==> src/rtl/seq_multiplier_pkg.sv <==
// -----------------------------------------------------------------------------
// seq_multiplier_pkg
//   Shared definitions for the sequential multiplier:
//     XLEN     - operand / product width (64)
//     CNT_W    - width of the iteration counter (6 bits, counts 0..63)
//     state_t  - FSM state encoding (IDLE, RUN, DONE)
// -----------------------------------------------------------------------------
package seq_multiplier_pkg;

  localparam int XLEN  = 64;
  localparam int CNT_W = 6;

  typedef enum logic [1:0] {
    IDLE = 2'd0,
    RUN  = 2'd1,
    DONE = 2'd2
  } state_t;

endpackage : seq_multiplier_pkg

==> src/rtl/seq_multiplier_adder.sv <==
// -----------------------------------------------------------------------------
// bit64_adder
//   Purely combinational XLEN-bit adder used as the accumulate stage of the
//   sequential multiplier.
//   Ports:
//     a, b     in   XLEN  addends
//     sum      out  XLEN  a + b, wrapped to XLEN bits
//     carry    out  1     unsigned carry out of the top bit
//     overflow out  1     signed (two's-complement) overflow
// -----------------------------------------------------------------------------
module bit64_adder
  import seq_multiplier_pkg::*;
(
  input  logic [XLEN-1:0] a,
  input  logic [XLEN-1:0] b,
  output logic [XLEN-1:0] sum,
  output logic            carry,
  output logic            overflow
);

  assign {carry, sum} = {1'b0, a} + {1'b0, b};

  // Signed overflow: both addends share a sign that the result does not.
  assign overflow = (a[XLEN-1] == b[XLEN-1]) && (sum[XLEN-1] != a[XLEN-1]);

endmodule : bit64_adder

==> src/rtl/seq_multiplier.sv <==
// -----------------------------------------------------------------------------
// seq_multiplier
//   Shift-and-add multiplier producing the low XLEN bits of a*b (RV64 MUL
//   semantics; identical for signed and unsigned operands). One multiplier
//   bit is consumed per RUN cycle. With EARLY_EXIT=1 the run stops as soon
//   as no set multiplier bits remain, otherwise it always takes 64 cycles.
//   Parameters:
//     EARLY_EXIT  1 = stop when remaining multiplier is zero, 0 = 64 iterations
//   Ports:
//     clk      in   1     system clock, rising edge
//     rst_n    in   1     asynchronous active-low reset
//     start    in   1     request a multiply (sampled only while ready=1)
//     cancel   in   1     abort the current operation / suppress a start
//     a        in   XLEN  multiplicand
//     b        in   XLEN  multiplier
//     ready    out  1     high only in IDLE
//     busy     out  1     high in RUN
//     done     out  1     one-cycle pulse, product valid
//     product  out  XLEN  registered low XLEN bits of a*b
// -----------------------------------------------------------------------------
module seq_multiplier
  import seq_multiplier_pkg::*;
#(
  parameter int EARLY_EXIT = 1
) (
  input  logic            clk,
  input  logic            rst_n,
  input  logic            start,
  input  logic            cancel,
  input  logic [XLEN-1:0] a,
  input  logic [XLEN-1:0] b,
  output logic            ready,
  output logic            busy,
  output logic            done,
  output logic [XLEN-1:0] product
);

  state_t             state;
  logic [XLEN-1:0]    mcand;
  logic [XLEN-1:0]    mplier;
  logic [XLEN-1:0]    acc;
  logic [CNT_W-1:0]   count;

  logic [XLEN-1:0]    addend;
  logic [XLEN-1:0]    acc_next;
  logic [XLEN-1:0]    mplier_next;
  logic               last_iter;
  logic               adder_carry_unused;
  logic               adder_overflow_unused;

  // Multiplicand is added only when the current multiplier bit is set.
  assign addend      = mcand & {XLEN{mplier[0]}};
  assign mplier_next = mplier >> 1;

  // The final iteration is either the 64th one, or (early exit) the one that
  // shifts the last set bit out of the multiplier.
  assign last_iter = (count == CNT_W'(XLEN - 1)) ||
                     ((EARLY_EXIT != 0) && (mplier_next == '0));

  bit64_adder u_adder (
    .a        (acc),
    .b        (addend),
    .sum      (acc_next),
    .carry    (adder_carry_unused),
    .overflow (adder_overflow_unused)
  );

  // NOTE: all state lives in this one clocked block and is updated with
  // non-blocking assignments, so every right-hand side sees pre-edge values.
  always_ff @(posedge clk or negedge rst_n) begin
    if (!rst_n) begin
      state   <= IDLE;
      ready   <= 1'b1;
      busy    <= 1'b0;
      done    <= 1'b0;
      product <= '0;
      acc     <= '0;
      mcand   <= '0;
      mplier  <= '0;
      count   <= '0;
    end else begin
      case (state)
        IDLE: begin
          done <= 1'b0;
          // cancel has priority: a simultaneous start is dropped.
          if (start && !cancel) begin
            mcand  <= a;
            mplier <= b;
            acc    <= '0;
            count  <= '0;
            state  <= RUN;
            ready  <= 1'b0;
            busy   <= 1'b1;
          end
        end

        RUN: begin
          if (cancel) begin
            // Abort: product and done are left untouched.
            state <= IDLE;
            ready <= 1'b1;
            busy  <= 1'b0;
          end else begin
            acc    <= acc_next;
            mcand  <= mcand << 1;
            mplier <= mplier_next;
            // Hold at 63 instead of wrapping; RUN is always left at that point.
            if (count != CNT_W'(XLEN - 1)) begin
              count <= count + 1'b1;
            end
            if (last_iter) begin
              state   <= DONE;
              busy    <= 1'b0;
              done    <= 1'b1;
              product <= acc_next;
            end
          end
        end

        DONE: begin
          // Single-cycle pulse; cancel here leads to the same place.
          state <= IDLE;
          done  <= 1'b0;
          ready <= 1'b1;
        end

        default: begin
          state <= IDLE;
          ready <= 1'b1;
          busy  <= 1'b0;
          done  <= 1'b0;
        end
      endcase
    end
  end

endmodule : seq_multiplier
==> config.mk <==
export PLATFORM = sky130hd
export DESIGN_NAME = seq_multiplier
export DESIGN_NICKNAME = d
export VERILOG_FILES = /design/src/rtl/seq_multiplier_pkg.sv /design/src/rtl/seq_multiplier_adder.sv /design/src/rtl/seq_multiplier.sv
export SDC_FILE = /design/constraint.sdc
export NUM_CORES = 1
export LEC_CHECK = 0
export ABC_AREA = 1
export CORE_ASPECT_RATIO = 0.6
export CORE_MARGIN = 8
export CORE_UTILIZATION = 41
export CTS_BUF_LIST = sky130_fd_sc_hd__clkbuf_8
export CTS_CLUSTER_DIAMETER = 50
export CTS_CLUSTER_SIZE = 8
export DETAILED_ROUTE_END_ITERATION = 16
export GPL_ROUTABILITY_DRIVEN = 0
export SLEW_MARGIN = 20
export SYNTH_ARGS = -nofsm -noshare
export SYNTH_HDL_FRONTEND = slang
export SYNTH_SLANG_ARGS = --single-unit
==> constraint.sdc <==
create_clock -name clk -period 2.9 [get_ports clk]
set_input_delay 0.29 -clock clk [delete_from_list [all_inputs] [get_ports clk]]
set_output_delay 0.29 -clock clk [all_outputs]
set_load 0.05 [all_outputs]
=== Word-level counts from Yosys, hierarchy flattened ===
Cells that the tools add are included.

* Register bits after elaboration: 267
* Logic and storage cells: 64

* Add/subtract/negate cells: 2
* Eq/ne operators: 10
* Muxes and demuxes: 27
* Bitwise logic cells: 3
* Reductions and logical operators: 13

{| class="wikitable"
|+ Operators by type and width
! operator !! number
|-
| $mux 64 || 6
|-
| $pmux 64 s2 || 3
|-
| $add 64x64->64 || 1
|-
| $and 64x64->64 || 1
|-
| $logic_not 64->1 || 1
|-
| $mux 6 || 3
|-
| $pmux 6 s2 || 1
|-
| $ne 2x2->1 const B || 5
|-
| $reduce_and 3->1 || 3
|-
| $mux 1 || 8
|-
| $add 6x1->6 const B || 1
|-
| $eq 6x6->1 const B || 1
|-
| $mux 2 || 3
|-
| $ne 6x6->1 const B || 1
|-
| $reduce_and 2->1 || 3
|-
| $pmux 2 s2 || 1
|-
| $reduce_and 4->1 || 1
|-
| $ne 3x3->1 const B || 1
|-
| $pmux 1 s3 || 1
|-
| $eq 2x1->1 const B || 1
|-
| $eq 2x2->1 const B || 1
|-
| $logic_not 2->1 || 1
|-
| $not 1->1 || 2
|-
| $pmux 1 s2 || 1
|-
| other kinds (4) || 4
|}

=== Longest topological paths before layout ===
Gate-level depths: netlist of run 1.

* Depth after elaboration: 5
* Gate-level depth with buffers: 20
* Depth with buffers taken out: 18

=== Modules after synthesis ===
Synthesis of run 1 repeated with hierarchy kept, for this count alone.

* Cells, all modules: 2,520
* Area, all modules: 17,576.9 µm²

{| class="wikitable"
|+ By module, submodules not included
! module !! instances !! cells each !! area an instance (µm²)
|-
| seq_multiplier || 1 || 1,442 || 12,152.9
|-
| bit64_adder || 1 || 1,078 || 5,424.0
|}

=== Worst setup path before layout of run 1 ===
No wires, ideal clock.

* Path kind: reg-to-reg
* From: register mplier[0]
* To: register product[63]
* Setup time: 0.118 ns
* Arrival time: 2.183 ns
* Required time: 2.782 ns
* Path slack: 0.599 ns
* Stages on the path, launching flop included: 18
* Buffers on the path: 2
* Period minus slack after synthesis: 2.301 ns
* Path through: dfrtp_1 -> clkbuf_1 -> buf_1 -> nand2_1 -> inv_1 -> ha_1 -> nand2_1 -> inv_1 -> nand2_1 -> inv_1 -> nand2_1 -> inv_1 -> nand2_1 -> nand2_1 -> a21oi_1 -> nand3_1 -> nand3_1 -> nand2_1

* Word-level cells in the longest chain between the ends: 2

{| class="wikitable"
|+ Ends and longest elaborated chain
! what !! RTL line !! source
|-
| start, declared || seq_multiplier.sv:40 || <nowiki>logic [XLEN-1:0] mplier;</nowiki>
|-
| start signal, assigned || seq_multiplier.sv:106 || <nowiki>mplier <= mplier_next;</nowiki>
|-
| $and 64x64->64 || seq_multiplier.sv:52 || <nowiki>assign addend = mcand & {XLEN{mplier[0]}};</nowiki>
|-
| $add 64x64->64 || seq_multiplier_adder.sv:21 || <nowiki>assign {carry, sum} = {1'b0, a} + {1'b0, b};</nowiki>
|-
| end signal, assigned || seq_multiplier.sv:115 || <nowiki>product <= acc_next;</nowiki>
|-
| end, declared || seq_multiplier.sv:35 || <nowiki>output logic [XLEN-1:0] product</nowiki>
|}

Every way passes these cells.
A chain may end at the register's enable or synchronous reset.

=== Worst setup path after layout of run 1 ===
* From: register mplier[0]
* To: register acc[60]

* Word-level cells in the longest chain between the ends: 4

{| class="wikitable"
|+ Ends and longest elaborated chain
! what !! RTL line !! source
|-
| $and 64x64->64 || seq_multiplier.sv:52 ||
|-
| $add 64x64->64 || seq_multiplier_adder.sv:21 ||
|-
| $mux 64 || seq_multiplier.sv:98 || <nowiki>if (cancel) begin</nowiki>
|-
| $pmux 64 s2 || seq_multiplier.sv:82 || <nowiki>case (state)</nowiki>
|-
| end signal, assigned || seq_multiplier.sv:104 || <nowiki>acc <= acc_next;</nowiki>
|-
| end, declared || seq_multiplier.sv:41 || <nowiki>logic [XLEN-1:0] acc;</nowiki>
|}

Every way passes these cells. The select of a mux whose other input is x is not followed.

==> impl_metrics.json, run 1 <==
{
  "status": "complete, no violations",
  "fin_area_sq_um": 21300,
  "maxCapViolations": 0,
  "yosysWarningCount": 0,
  "dieArea_sq_um": 50500,
  "skew_ns": 0.0172,
  "ios": 199,
  "synth_edf_count": 0,
  "drt-wirelength-per-cell_um": 16.7,
  "syn_avg_cell_area_sq_um": 6.65,
  "antenna_left": 0,
  "end_kind": "flip-flop",
  "placed_area_sq_um": 20400,
  "start_util_pct": 41.3,
  "synth_cell_types": 39,
  "period_minus_slack_ns": 2.84,
  "synth.ff_latch_count": 267,
  "clk_latency_ns": 0.59,
  "fill_cells": 4324,
  "worst_hold_slack_ns": 0.269,
  "hold_path_class": "in2async",
  "antenna_found_initial": 4,
  "timing.final.crit_share_pct": 97.9,
  "fin_ws_ns": 0.0602,
  "tightest_slew_ns": 0.634,
  "insertedDiodeCount": 0,
  "nNetsFinal": 3054,
  "max_freq_ghz": 0.352,
  "syn_inst": 2672,
  "async_flop_share_pct": 100,
  "setup_violations": 0,
  "layout-drive-gt1-share_pct": 5.84,
  "grt_usage_pct": 22.5,
  "portBuffers": 198,
  "die_w_um": 285,
  "critPathRequiredTime_ns": 3.37,
  "syn_area_sq_um": 17800,
  "fp.coreArea_sq_um": 43000,
  "vias": 17200,
  "cts_sinks": 267,
  "layout_common_cells": "nand2_1, inv_1, dfrtp_1",
  "crit_fanout": 16,
  "leakage_nw": 11.6,
  "startpoint_type": "flip-flop",
  "area_growth_pct": 19.9,
  "rows": 59,
  "dpl.hpwl_um": 44800,
  "tritoncts": "done",
  "grt_start_max_net_pins": 164,
  "cts_made_buffers": 41,
  "path_clk_slew_ns": 0.07,
  "die_h_um": 177,
  "dr.pass1.iters": 6,
  "crit_type": "reg2reg",
  "total_power_mw": 19.0,
  "maxSlewHeadroom_pct": 57.7,
  "pre_cts_ws_ns": 0.0335,
  "route.detailed.drc": 0,
  "worst-endpoint-arrival_ns": 3.31,
  "ctsHtreeMaxLevel": 2,
  "syn_nets": 2869,
  "grt_pass1_vias": 16400,
  "vdd_drop_max_v": 0.000524,
  "overflow": 0,
  "rsz0062_at_grt": "yes",
  "hold_viol": 0,
  "routed_via_density": 4.97,
  "final_common_cell": "nand2_1",
  "cts-root-buf": "clkbuf_8",
  "grt_pass1_wl_um": 90500,
  "drt_iter0_drc": 1575,
  "powerDensity_nw_per_um2": 891,
  "yosysSeqAreaShare_pct": 37.6,
  "synth-main-ff-cell": "dfrtp_1",
  "clk_path_buf_depth": 3,
  "maxSlewViolCount": 0,
  "drt_wl_total_um": 57700
}
final cells by class:
class                      instances  area, sq um  area share (%)
clock buffer                      42          578            2.71
clock inverter                    20          159           0.745
multi-input combinational       1795         8860            41.6
timing repair buffer             230         2360            11.1
tap                              579          724            3.40
inverter                         522         1960            9.19
sequential                       267         6680            31.3
synth_stat cells, types with 9 or more instances:
master	n	share of area, %
a21oi_1	42	1.2
buf_2	27	0.76
buf_4	16	0.68
clkbuf_1	38	0.80
dfrtp_1	266	37
ha_1	64	4.5
inv_1	518	11
nand2_1	1020	22
nand2_2	17	0.60
nand3_1	116	3.3
nand4_1	24	0.84
nor2_1	118	2.5
nor2_2	10	0.35
nor3_1	12	0.34
o211ai_1	123	5.2
o21ai_0	173	4.9
o21ai_1	9	0.25
xnor2_1	23	1.1
worst max-delay path, cell delays in order (launching register included):
cell and delay, ns:
dfrtp_2 0.53, buf_8 0.22, nand2_1 0.07, inv_1 0.12, ha_1 0.34, nand2_1 0.09
nand2_1 0.08, nand2_1 0.07, nand3_1 0.16, a21oi_2 0.27, nand2_1 0.09, a21oi_1 0.29
nand3_1 0.16, nand3_1 0.18, nand2_1 0.07
power breakdown:
part / switching [mW] / leakage, nW / internal, mW / total (mW)
combinational: 6.74 / 7.72 / 3.29 / 10.0
sequential: 0.867 / 3.45 / 4.99 / 5.85
clock: 1.59 / 0.425 / 1.52 / 3.11
layer usage:
metal	GRT usage [%]	up-vias	wire length (um)	part of all wire, %
li1	-	8619	-	-
met1	34.6	7840	28600	50
met2	30.1	621	21600	38
met3	7.46	71	6560	11
met4	3.89	8	838	1.5
met5	0	-	51	0.088
logic make-up after synthesis:
logic type	share of synthesized area (%)
buffers and inverters	13.5
flip-flops	37.6
XOR/XNOR	1.53
AND/OR/NAND/NOR	30.9
adder cells (fa/ha/maj)	4.62
AO/OA/AOI/OAI	11.9
per-stage QoR:
step | setup TNS [ns] | std cells | utilization, %
after floorplan | 0 | 2672 | -
final | 0 | 3455 | 49.5
after global routing | -0.0853 | 3455 | 49.5
after global placement | 0 | 3391 | 47.4
after CTS | -0.00970 | 3454 | 49.1
after detailed placement | 0 | 3391 | 47.4
sequential cells by signal (all words and copies together), names as in the netlist:
| register | count |
|---|---|
| done | 1 |
| acc | 64 |
| product | 64 |
| mcand | 64 |
| busy | 1 |
| state | 2 |
| mplier | 64 |
| ready | 1 |
| count | 6 |
repair_timing:
item,in CTS,in global routing
hold buffers,1,0
pin swaps,0,1
setup buffers,0,1
setup endpoints to repair,1,61
hold endpoints to repair,65,0
resized for setup,0,47
path summary, 6_finish.rpt:
path / start / endpoint / slack [ns] / depth (start not counted)
setup reg to reg: mplier[0]$_DFFE_PN0P_ / acc[60]$_DFFE_PN0P_ / 0.06 / 14
max in group asynchronous: rst_n / ready$_DFFE_PN1P_ / 1.78 / 3
hold reg to reg: busy$_DFFE_PN0P_ / busy$_DFFE_PN0P_ / 0.48 / 2
setup / recovery: mplier[0]$_DFFE_PN0P_ / acc[60]$_DFFE_PN0P_ / 0.06 / 14
min in group clk: a[0] / mcand[0]$_DFFE_PN0P_ / 0.29 / 3
hold / removal: rst_n / mcand[15]$_DFFE_PN0P_ / 0.27 / 2
No activity file was read; power rests on OpenSTA's default activity.
==> run 2: changes to the inputs <==
Settings changed: CAP_MARGIN from default to 5, HOLD_SLACK_MARGIN from default to 0.08, PLACE_DENSITY_LB_ADDON from default to 0.15.
==> run 2 against run 1 <==
Die area unchanged. Highest routed layer unchanged. Sequential cell count unchanged. Clock-buffer cell count stayed put. Cell count is 0.17% higher.
==> impl_metrics.json, run 2 (synthesized netlist as in run 1, its figures left out) <==
{
  "grt_usage_pct": 22.6,
  "area_growth_pct": 20.1,
  "worst-endpoint-arrival_ns": 3.24,
  "endpoint": "acc[63]$_DFFE_PN0P_",
  "status": "complete, no violations",
  "fp.coreArea_sq_um": 43000,
  "reg2reg_depth": 17,
  "dieArea_sq_um": 50500,
  "fin_cells": 3461,
  "slowest_stage": "dfrtp_2",
  "routed_via_density": 4.97,
  "crit_type": "reg2reg",
  "drt-wirelength-per-cell_um": 16.7,
  "portBuffers": 198,
  "maxSlewViolCount": 0,
  "post-place-cells": 3396,
  "hold_path_class": "in2async",
  "grt_pass1_wl_um": 91000,
  "leakage_nw": 11.6,
  "die_h_um": 177,
  "r2r-end": "acc[63]$_DFFE_PN0P_",
  "slowest_delay_ns": 0.48,
  "tritoncts": "done",
  "cts_sinks": 267,
  "ctsHtreeMaxLevel": 2,
  "antenna_left": 0,
  "startpoint_type": "flip-flop",
  "route.detailed.drc": 0,
  "setup_violations": 0,
  "cts-root-buf": "clkbuf_8",
  "antenna_found_initial": 2,
  "die_w_um": 285,
  "skew_ns": 0.0335,
  "period_minus_slack_ns": 2.78,
  "grt_start_max_net_pins": 99,
  "start_util_pct": 41.3,
  "path_delay_family": "simple AND/OR/NAND/NOR gates",
  "overflow": 0,
  "worstSetupStartpoint": "mplier[0]$_DFFE_PN0P_",
  "insertedDiodeCount": 0,
  "clk_path_buf_depth": 3,
  "layout-drive-gt1-share_pct": 6.42,
  "crit_fanout": 9,
  "max_freq_ghz": 0.360,
  "r2r_start": "mplier[0]$_DFFE_PN0P_",
  "crit_chain": "buf_4 > buf_12 > nand2_1 > inv_1 > ha_1 > nand2_1 > inv_1 > nand2_1 > inv_1 > nand2_1 > inv_1 > nand2_1 > nand2_1 > a21oi_1 > nand3_1 > nand3_1 > nand2_1",
  "ios": 199,
  "rsz0062_at_grt": "yes",
  "rows": 59,
  "end_kind": "flip-flop",
  "dr.pass1.iters": 8,
  "vias": 17200,
  "crit_top_cell": "nand2_1",
  "path_clk_slew_ns": 0.07,
  "dpl.hpwl_um": 45300,
  "final_common_cell": "nand2_1",
  "timing.final.crit_share_pct": 95.9,
  "clk_latency_ns": 0.59,
  "drt_wl_total_um": 57800,
  "grt_pass1_vias": 16200,
  "vdd_drop_max_v": 0.000503,
  "powerDensity_nw_per_um2": 884,
  "maxCapViolations": 0,
  "tightest_slew_ns": 0.713,
  "nNetsFinal": 3063,
  "cp_num_buf_inv": 6,
  "maxSlewHeadroom_pct": 52.5,
  "r2r_setup_slack_ns": 0.12,
  "critPathRequiredTime_ns": 3.36,
  "drt_iter0_drc": 1591,
  "hold_viol": 0,
  "worst_hold_slack_ns": 0.257,
  "layout_common_cells": "nand2_1, inv_1, dfrtp_1",
  "worst-path-stages": 17,
  "cts_made_buffers": 40
}
==> run 2: cell types whose count changed in the layout (fill, tap and decap cells not counted), moves of 3 or more <==
cell / previous run / this run
nor2_1: 109 / 102
nand3_2: 2 / 7
nand3_1: 116 / 113
buf_4: 20 / 29
nor2_2: 19 / 25
==> run 2: repair_timing <==
| action | in CTS | in global routing |
|---|---|---|
| endpoints found under the setup margin | 1 | 86 |
| cloned | 0 | 0 |
| gates resized for setup | 1 | 49 |
| pin swaps | 0 | 6 |
| hold buffers | 1 | 0 |
| setup buffers | 0 | 6 |
| endpoints found under the hold margin | 75 | 0 |
==> run 2: area by class of cell <==
cell class                 instances  area, sq um
tap                              579          724
clock inverter                    16         92.6
clock buffer                      42          578
fill                            4314        21700
timing repair buffer             240         2440
sequential                       267         6680
inverter                         522         1960
multi-input combinational       1795         8870
==> run 2: worst min-delay path by stage <==
| stage | slack (ns) | end | from |
|---|---|---|---|
| 4_1_cts | 0.24 | mplier[0]$_DFFE_PN0P_ | b[0] |
| 3_3_place_gp | 0.34 | mplier[37]$_DFFE_PN0P_ | rst_n |
| 3_5_place_dp | 0.35 | mplier[37]$_DFFE_PN0P_ | rst_n |
| 6_report | 0.26 | mplier[37]$_DFFE_PN0P_ | rst_n |
| 5_1_grt | 0.26 | mplier[0]$_DFFE_PN0P_ | b[0] |
| 2_1_floorplan | -0.006 | acc[0]$_DFFE_PN0P_ | rst_n |
==> run 2: routing by layer <==
metal,vias to the layer above,wire length [um],global-route usage (%),part of all wire [%]
met1,7889,28800,34.4,50
met5,-,27,0,0.047
met2,586,22100,30.8,38
met4,4,1050,4.50,1.8
li1,8653,-,-,-
met3,74,5740,7.03,9.9
==> run 2: report_power, final <==
group	internal [mW]	switching [mW]
clock network	1.34	1.50
registers	4.99	0.813
logic	3.41	6.82
==> run 2: per-stage QoR <==
stage                     worst slack [ns]  power [mW]  TNS (ns)  utilization, %  instance area (sq um)
after floorplan                      0.599        12.6         0               -                  17800
after global placement              0.0883        15.5         0            47.5                  20500
after detailed placement            0.0262        15.7         0            47.5                  20500
after CTS                           0.0243        18.6         0            49.1                  21100
after global routing               -0.0269        20.6    -0.124            49.6                  21400
final                                0.119        18.9         0            49.6                  21400
